**config.mk**
```make
export PLATFORM = sky130hd
export DESIGN_NAME = filter_window_sequencer
export DESIGN_NICKNAME = d
export VERILOG_FILES = /design/src/rtl/filter_window_sequencer.sv
export SDC_FILE = /design/constraint.sdc
export NUM_CORES = 1
export LEC_CHECK = 0
export CAP_MARGIN = 10
export CORE_ASPECT_RATIO = 2
export CORE_MARGIN = 1.5
export CORE_UTILIZATION = 55
export DETAILED_ROUTE_END_ITERATION = 6
export HOLD_SLACK_MARGIN = 0.05
export PLACE_DENSITY = 0.87
export SKIP_CTS_REPAIR_TIMING = 1
export SYNTH_ARGS = -nofsm -noshare
export SYNTH_HDL_FRONTEND = slang
export SYNTH_SLANG_ARGS = --single-unit
```
**constraint.sdc**
```tcl
create_clock -name clk -period 14.1 [get_ports clk]
set_clock_uncertainty 0.15 [all_clocks]
set_input_delay 2.82 -clock clk [delete_from_list [all_inputs] [get_ports clk]]
set_output_delay 2.82 -clock clk [all_outputs]
set_load 0.02 [all_outputs]
```
**src/rtl/filter_window_sequencer.sv**
```systemverilog
// filter_window_sequencer
// Walks a frame pixel by pixel. For each pixel it reads the 3x3 neighbourhood
// (edge-replicated at the borders) from source memory, holds the packed window
// steady while the filter works, then writes the filter result to destination
// memory. Control outputs are registered: the next-state logic also computes
// the output values for the coming cycle.
module filter_window_sequencer #(
  parameter int IMG_W      = 160,
  parameter int IMG_H      = 120,
  parameter int ADDR_W     = 15,
  parameter int FILTER_LAT = 3
) (
  input  logic              clk,
  input  logic              reset,
  input  logic              start,
  output logic              busy,
  output logic              done,
  output logic              rd_en,
  output logic [ADDR_W-1:0] rd_addr,
  input  logic [11:0]       rd_data,
  output logic [107:0]      win_data,
  output logic              win_valid,
  input  logic [11:0]       filt_data,
  output logic              wr_en,
  output logic [ADDR_W-1:0] wr_addr,
  output logic [11:0]       wr_data
);

  localparam int XW = (IMG_W > 1) ? $clog2(IMG_W) : 1;
  localparam int YW = (IMG_H > 1) ? $clog2(IMG_H) : 1;
  localparam int CW = (FILTER_LAT > 1) ? $clog2(FILTER_LAT) : 1;

  localparam logic [XW-1:0] X_MAX     = XW'(IMG_W - 1);
  localparam logic [YW-1:0] Y_MAX     = YW'(IMG_H - 1);
  localparam logic [CW-1:0] WAIT_INIT = CW'(FILTER_LAT - 1);
  localparam logic [3:0]    K_LAST    = 4'd9;
  localparam logic [3:0]    K_LAST_RD = 4'd8;

  // Neighbour offset codes
  localparam logic [1:0] D_ZERO  = 2'd0;
  localparam logic [1:0] D_MINUS = 2'd1;
  localparam logic [1:0] D_PLUS  = 2'd2;

  typedef enum logic [2:0] {
    ST_IDLE  = 3'd0,
    ST_FETCH = 3'd1,
    ST_WAIT  = 3'd2,
    ST_WRITE = 3'd3,
    ST_DONE  = 3'd4
  } state_t;

  // Horizontal offset of neighbour k in the order
  // centre, left, right, up, down, upleft, upright, downleft, downright.
  function automatic logic [1:0] dx_of(input logic [3:0] k);
    logic [1:0] d;
    case (k)
      4'd1, 4'd5, 4'd7: d = D_MINUS;
      4'd2, 4'd6, 4'd8: d = D_PLUS;
      default:          d = D_ZERO;
    endcase
    return d;
  endfunction

  // Vertical offset of neighbour k (same ordering as dx_of).
  function automatic logic [1:0] dy_of(input logic [3:0] k);
    logic [1:0] d;
    case (k)
      4'd3, 4'd5, 4'd6: d = D_MINUS;
      4'd4, 4'd7, 4'd8: d = D_PLUS;
      default:          d = D_ZERO;
    endcase
    return d;
  endfunction

  // Clamped step along x; equivalent to min(max(x+dx,0),IMG_W-1) for |dx|<=1,
  // written as compares so the coordinate can never leave the frame.
  function automatic logic [XW-1:0] step_x(input logic [XW-1:0] x, input logic [1:0] d);
    logic [XW-1:0] r;
    case (d)
      D_MINUS: r = (x == {XW{1'b0}}) ? x : (x - XW'(1));
      D_PLUS:  r = (x == X_MAX) ? x : (x + XW'(1));
      default: r = x;
    endcase
    return r;
  endfunction

  // Clamped step along y; see step_x.
  function automatic logic [YW-1:0] step_y(input logic [YW-1:0] y, input logic [1:0] d);
    logic [YW-1:0] r;
    case (d)
      D_MINUS: r = (y == {YW{1'b0}}) ? y : (y - YW'(1));
      D_PLUS:  r = (y == Y_MAX) ? y : (y + YW'(1));
      default: r = y;
    endcase
    return r;
  endfunction

  // Linear pixel address y*IMG_W + x in ADDR_W-bit unsigned arithmetic.
  function automatic logic [ADDR_W-1:0] pix_addr(input logic [XW-1:0] x, input logic [YW-1:0] y);
    return ADDR_W'(y) * ADDR_W'(IMG_W) + ADDR_W'(x);
  endfunction

  state_t              state_r, state_s;
  logic [3:0]          k_r, k_s;
  logic [XW-1:0]       x_r, x_s;
  logic [YW-1:0]       y_r, y_s;
  logic [CW-1:0]       wcnt_r, wcnt_s;
  logic [107:0]        win_r, win_s;
  logic                busy_s, done_s, rd_en_s, win_valid_s, wr_en_s;
  logic [ADDR_W-1:0]   rd_addr_s, wr_addr_s;

  assign win_data = win_r;
  // The filter result is only valid during WRITE, so it is passed straight
  // through and forced to zero at all other times.
  assign wr_data  = (state_r == ST_WRITE) ? filt_data : 12'd0;

  // Next-state, counter, window-capture and next-output computation.
  always_comb begin
    state_s = state_r;
    k_s     = k_r;
    x_s     = x_r;
    y_s     = y_r;
    wcnt_s  = wcnt_r;
    win_s   = win_r;

    case (state_r)
      ST_IDLE: begin
        if (start) begin
          state_s = ST_FETCH;
          k_s     = 4'd0;
          x_s     = {XW{1'b0}};
          y_s     = {YW{1'b0}};
        end else begin
          state_s = ST_IDLE;
        end
      end
      ST_FETCH: begin
        if (k_r == K_LAST) begin
          state_s = ST_WAIT;
          k_s     = 4'd0;
          wcnt_s  = WAIT_INIT;
        end else begin
          k_s = k_r + 4'd1;
        end
      end
      ST_WAIT: begin
        if (wcnt_r == {CW{1'b0}}) begin
          state_s = ST_WRITE;
        end else begin
          wcnt_s = wcnt_r - CW'(1);
        end
      end
      ST_WRITE: begin
        if ((x_r == X_MAX) && (y_r == Y_MAX)) begin
          state_s = ST_DONE;
        end else begin
          state_s = ST_FETCH;
          k_s     = 4'd0;
          if (x_r == X_MAX) begin
            x_s = {XW{1'b0}};
            y_s = y_r + YW'(1);
          end else begin
            x_s = x_r + XW'(1);
          end
        end
      end
      ST_DONE: begin
        state_s = ST_IDLE;
      end
      default: begin
        state_s = ST_IDLE;
      end
    endcase

    // Read data trails its strobe by one cycle: during FETCH step k the bus
    // carries neighbour k-1.
    if (state_r == ST_FETCH) begin
      case (k_r)
        4'd1:    win_s[107:96] = rd_data;
        4'd2:    win_s[95:84]  = rd_data;
        4'd3:    win_s[83:72]  = rd_data;
        4'd4:    win_s[71:60]  = rd_data;
        4'd5:    win_s[59:48]  = rd_data;
        4'd6:    win_s[47:36]  = rd_data;
        4'd7:    win_s[35:24]  = rd_data;
        4'd8:    win_s[23:12]  = rd_data;
        4'd9:    win_s[11:0]   = rd_data;
        default: win_s         = win_r;
      endcase
    end else begin
      win_s = win_r;
    end

    // Output values for the coming cycle, derived from the next state.
    busy_s      = (state_s == ST_FETCH) || (state_s == ST_WAIT) || (state_s == ST_WRITE);
    done_s      = (state_s == ST_DONE);
    rd_en_s     = (state_s == ST_FETCH) && (k_s <= K_LAST_RD);
    win_valid_s = (state_s == ST_WAIT) || (state_s == ST_WRITE);
    wr_en_s     = (state_s == ST_WRITE);

    if (rd_en_s) begin
      rd_addr_s = pix_addr(step_x(x_s, dx_of(k_s)), step_y(y_s, dy_of(k_s)));
    end else begin
      rd_addr_s = rd_addr;
    end

    if (wr_en_s) begin
      wr_addr_s = pix_addr(x_s, y_s);
    end else begin
      wr_addr_s = wr_addr;
    end
  end

  // State, counters, window and registered outputs; reset aborts any pass.
  always_ff @(posedge clk) begin
    if (reset) begin
      state_r   <= ST_IDLE;
      k_r       <= 4'd0;
      x_r       <= {XW{1'b0}};
      y_r       <= {YW{1'b0}};
      wcnt_r    <= {CW{1'b0}};
      win_r     <= 108'd0;
      busy      <= 1'b0;
      done      <= 1'b0;
      rd_en     <= 1'b0;
      rd_addr   <= {ADDR_W{1'b0}};
      win_valid <= 1'b0;
      wr_en     <= 1'b0;
      wr_addr   <= {ADDR_W{1'b0}};
    end else begin
      state_r   <= state_s;
      k_r       <= k_s;
      x_r       <= x_s;
      y_r       <= y_s;
      wcnt_r    <= wcnt_s;
      win_r     <= win_s;
      busy      <= busy_s;
      done      <= done_s;
      rd_en     <= rd_en_s;
      rd_addr   <= rd_addr_s;
      win_valid <= win_valid_s;
      wr_en     <= wr_en_s;
      wr_addr   <= wr_addr_s;
    end
  end

endmodule

```
==> impl_metrics.csv <==
group,metric,value,unit
timing,finalHoldViolCount,0,
finish,n_antenna_cell,0,
floorplanning,fp-row-count,64,
timing,finalSetupViolCount,0,
logic_synthesis,synth.avg_cell_area,8.17,um2
routing,vias_per_cell,6.10,
clock_tree,root_buffer,"clkbuf_16",
logic_synthesis,yosysWarnings,0,
worst_setup_path,reg2reg_to,"rd_addr[13]$_SDFFE_PP0P_",
timing,post-route-min-period,8.22,ns
grt,track_usage,0.338,
worst_setup_path,r2r-start,"state_r[1]$_SDFF_PP0_",
worst_setup_path,start_kind,"input port",
power,p_leak,4.39,nW
timing,finalCritPeriodShare,0.583,
job,cap_viol_max_count,0,
worst_setup_path,crit_type,"in -> reg",
logic_synthesis,yosys.area_share.simple,0.239,
floorplanning,dieArea,16700,um2
routing,wl_per_cell,20.0,um
worst_hold_path,hold_start,"rd_addr[8]$_SDFFE_PP0P_",
routing,dr.pass1.iters,5,
logic_synthesis,synth.cell_area,8710,um2
worst_hold_path,whs_endpoint,"rd_addr[8]$_SDFFE_PP0P_",
logic_synthesis,synth.distinct_cells,91,
clock_tree,clk_transition_reported_paths,0.06,ns
routing,drc,0,
clock_tree,cts-htree-levels,4,
timing,setup_tns,0,ns
routing,final_antenna_net_count,0,
floorplanning,start_util,0.567,
run_status,status,"finished, final reports clean",
clock_tree,cts_buffers,17,
worst_setup_path,cpPeakStageDelay,0.57,ns
placed_design,hpwl,19800,um
logic_synthesis,syn_inst,1067,
grt,grt_max_degree,82,
worst_setup_path,end_kind,"flip-flop",
logic_synthesis,synth-compound-area-share,0.171,
finish,drive_above_1_share,0.0635,
worst_hold_path,hold_path_class,"reg -> reg",
logic_synthesis,yosys_register_bits,167,
worst_setup_path,rrSetupSlack,7.38,ns
routing,via_count,8601,
timing,max_freq,122,MHz
clock_tree,cts_tree,"yes",
worst_setup_path,worstPathArrival,8.39,ns
clock_tree,clk_latency,0.44,ns
placed_design,io_buffers,181,
power,ir_drop,139,uV
worst_setup_path,crit_slowest_cell,"or4b_1",
floorplanning,core,15400,um2
logic_synthesis,synth_fa_ha_area_frac,0.0652,
worst_setup_path,path_cells,"clkdlybuf4s50_1 -> or4b_1 -> nand2_2 -> o21ai_0 -> a21oi_1 -> inv_1 -> ha_1 -> nand4b_4 -> or4_4 -> nand2_1 -> mux2_2 -> o22ai_1 -> ha_1 -> ha_1 -> fa_1 -> a21o_1 -> a21oi_1 -> xnor2_1 -> nand3_1 -> xor2_1 -> nor2_1 -> o21ai_0 -> o211ai_1",
routing,first_iter_violations,701,
clock_tree,cts_buffer_depth,2,
worst_hold_path,whs_path_depth,2,
logic_synthesis,synthMuxAreaShare,0.0629,
grt,gr-total-overflow,0,
power,power_density,92.6,nW/um2
worst_setup_path,reg2reg_depth,24,
finish,syn_to_final_growth,28.2,%
timing,slew_headroom,0.320,
floorplanning,pin_count,182,
logic_synthesis,synth_nets,1137,
floorplanning,die_h,181,um
grt,antenna_found_initial,0,
logic_synthesis,yosys_most_used_dff,"dfxtp_1",
logic_synthesis,async_flop_share,0,
grt,grt_pass1_vias,8487,
timing,drv_slew,0,
logic_synthesis,yosysSeqAreaShare,0.384,
logic_synthesis,synth_top_family_by_area,"simple AND/OR/NAND/NOR gates",
placed_design,placed_area,10600,um2
floorplanning,die_w,92.0,um
placed_design,gp_congestion,0.927,
worst_setup_path,worstPathMaxFanout,8,
clock_tree,clock-sinks,167,
timing,rsz0062_at_grt,"false",
timing,worst_pin_slew,1.02,ns
logic_synthesis,synth-edff-count,0,
grt,grt_pass1_wl,43700,um
finish,fin_nets,1270,
routing,drt_wl_total,28300,um
finish,final_cell_area,11200,um2
worst_setup_path,cp_data_required_time,14.27,ns
worst_setup_path,crit_path_frequent_cell,"ha_1",
logic_synthesis,synth-xor-area-share,0.0261,
-- state kept, by name, indices dropped and copies added, names as in the netlist, 2 cells and up --
| signal | cells |
|---|---|
| wr_addr | 15 |
| win_data | 108 |
| k_r | 4 |
| rd_addr | 15 |
| x_r | 8 |
| wcnt_r | 2 |
| state_r | 3 |
| y_r | 7 |
-- cell usage after synthesis, types with 3 or more instances --
| master | n | area share |
|---|---|---|
| buf_2 | 11 | 0.0063 |
| and4_1 | 3 | 0.0030 |
| inv_1 | 30 | 0.013 |
| nor3_1 | 14 | 0.0080 |
| nor2b_1 | 6 | 0.0043 |
| o22ai_1 | 3 | 0.0022 |
| a211oi_1 | 12 | 0.010 |
| mux2i_1 | 51 | 0.059 |
| fa_1 | 4 | 0.0092 |
| nor4_1 | 3 | 0.0022 |
| clkbuf_1 | 62 | 0.027 |
| or2_2 | 3 | 0.0022 |
| and2_1 | 20 | 0.014 |
| or3_1 | 4 | 0.0029 |
| nand2b_1 | 10 | 0.0072 |
| o21ai_0 | 16 | 0.0092 |
| nand4_1 | 7 | 0.0050 |
| a22oi_1 | 14 | 0.012 |
| o21bai_1 | 5 | 0.0043 |
| nor3b_2 | 3 | 0.0043 |
| a21o_1 | 8 | 0.0069 |
| nand4b_1 | 3 | 0.0030 |
| inv_2 | 4 | 0.0017 |
| a21oi_1 | 102 | 0.059 |
| o31ai_1 | 5 | 0.0043 |
| a311oi_1 | 3 | 0.0030 |
| xor2_1 | 5 | 0.0050 |
| and3_1 | 7 | 0.0050 |
| ha_1 | 39 | 0.056 |
| o211ai_1 | 7 | 0.0060 |
| nor4_4 | 4 | 0.0098 |
| nor3b_1 | 5 | 0.0043 |
| buf_1 | 5 | 0.0022 |
| nand3_1 | 26 | 0.015 |
| xnor2_1 | 21 | 0.021 |
| a31oi_1 | 5 | 0.0036 |
| dfxtp_1 | 167 | 0.38 |
| nand2_1 | 187 | 0.081 |
| nor2_1 | 111 | 0.048 |
-- how the worst max path moves through the flow --
| stage | startpoint | to | slack [ns] | depth (start not counted) |
|---|---|---|---|---|
| 3_5_place_dp | start | rd_addr[13]$_SDFFE_PP0P_ | 5.47 | 23 |
| 4_1_cts | start | rd_addr[13]$_SDFFE_PP0P_ | 5.91 | 23 |
| 3_3_place_gp | start | rd_addr[13]$_SDFFE_PP0P_ | 5.65 | 23 |
| 5_1_grt | start | rd_addr[13]$_SDFFE_PP0P_ | 5.44 | 23 |
| 2_1_floorplan | start | rd_addr[13]$_SDFFE_PP0P_ | 6.68 | 23 |
| 6_report | start | rd_addr[13]$_SDFFE_PP0P_ | 5.88 | 23 |
-- stage by stage --
step / instances / worst slack [ns] / utilization / hold WS (ns) / total power [W]
after floorplan: 1067 / 6.68 / - / 0.344 / 0.000531
after global placement: 1378 / 5.65 / 0.687 / 0.288 / 0.000559
after detailed placement: 1378 / 5.47 / 0.687 / 0.294 / 0.000560
after CTS: 1409 / 5.91 / 0.726 / 0.300 / 0.00103
after global routing: 1410 / 5.44 / 0.726 / 0.325 / 0.00106
final: 1410 / 5.88 / 0.726 / 0.301 / 0.00103
-- placed cells by master (no fill, tap or decap), drive strengths merged, types with 4 or more instances in the layout --
cell | netlist | layout
clkinv | 0 | 4
or2 | 6 | 6
clkbuf | 62 | 23
nor2b | 6 | 6
a31oi | 5 | 5
a22oi | 14 | 14
nand4b | 4 | 4
nor4 | 8 | 8
buf | 18 | 13
o31ai | 5 | 5
ha | 39 | 39
nor3 | 14 | 14
a21o | 9 | 9
or3 | 4 | 4
xor2 | 5 | 5
a21oi | 103 | 103
clkdlybuf4s50 | 0 | 180
nand2b | 10 | 10
nand4 | 7 | 7
and3 | 7 | 7
xnor2 | 21 | 21
nand2 | 188 | 188
fa | 4 | 4
mux2i | 51 | 51
and2 | 20 | 20
dfxtp | 167 | 167
nor3b | 8 | 8
a211oi | 12 | 12
o211ai | 7 | 7
nor2 | 111 | 111
o21bai | 6 | 6
inv | 34 | 35
o22ai | 4 | 4
o21ai | 18 | 18
nand3 | 26 | 26
-- critical path, delay by kind of cell --
family | cells | cell delay (ns)
AOI/OAI and AO/OA | 7 | 1.56
xor gates and xnor gates | 2 | 0.40
adders and majority gates | 4 | 1.29
buffers and inverters | 2 | 0.72
muxes | 1 | 0.27
and+or+nand+nor | 7 | 1.32
-- routing by layer --
| layer | up-vias | global-route usage | wire, um | share of wire |
|---|---|---|---|---|
| li1 | 3952 | - | - | - |
| met1 | 4087 | 0.308 | 9230 | 0.33 |
| met2 | 421 | 0.648 | 15500 | 0.55 |
| met3 | 141 | 0.0648 | 1670 | 0.059 |
| met4 | 0 | 0.230 | 1860 | 0.066 |
| met5 | - | 0 | 0 | 0 |
-- power by group --
group	switching (W)	internal, W	total [W]	leakage [nW]
combinational	0.0000458	0.0000252	0.0000710	2.75
clock	0.000198	0.000284	0.000483	0.295
sequential	0.00000409	0.000476	0.000480	1.35
total	0.000248	0.000785	0.00103	4.39
-- area by class of cell --
cell class                      instances  area, um2
Clock buffer                           22        494
Clock inverter                          9        115
Fill cell                            1136       4210
Inverter                               34        128
Multi-Input combinational cell        786       4940
Sequential cell                       167       3340
Tap cell                              198        248
Timing Repair Buffer                  194       1900
-- logic make-up (layout without fill, tap and decap cells) --
family | Yosys count | in the layout
adder cells (fa/ha/maj) | 43 | 43
AND/OR/NAND/NOR | 435 | 435
flip-flops | 167 | 167
buffers and inverters | 114 | 259
XOR/XNOR | 26 | 26
multiplexers | 54 | 54
AO/OA/AOI/OAI | 228 | 228
Power figures use the tool's default switching activity.
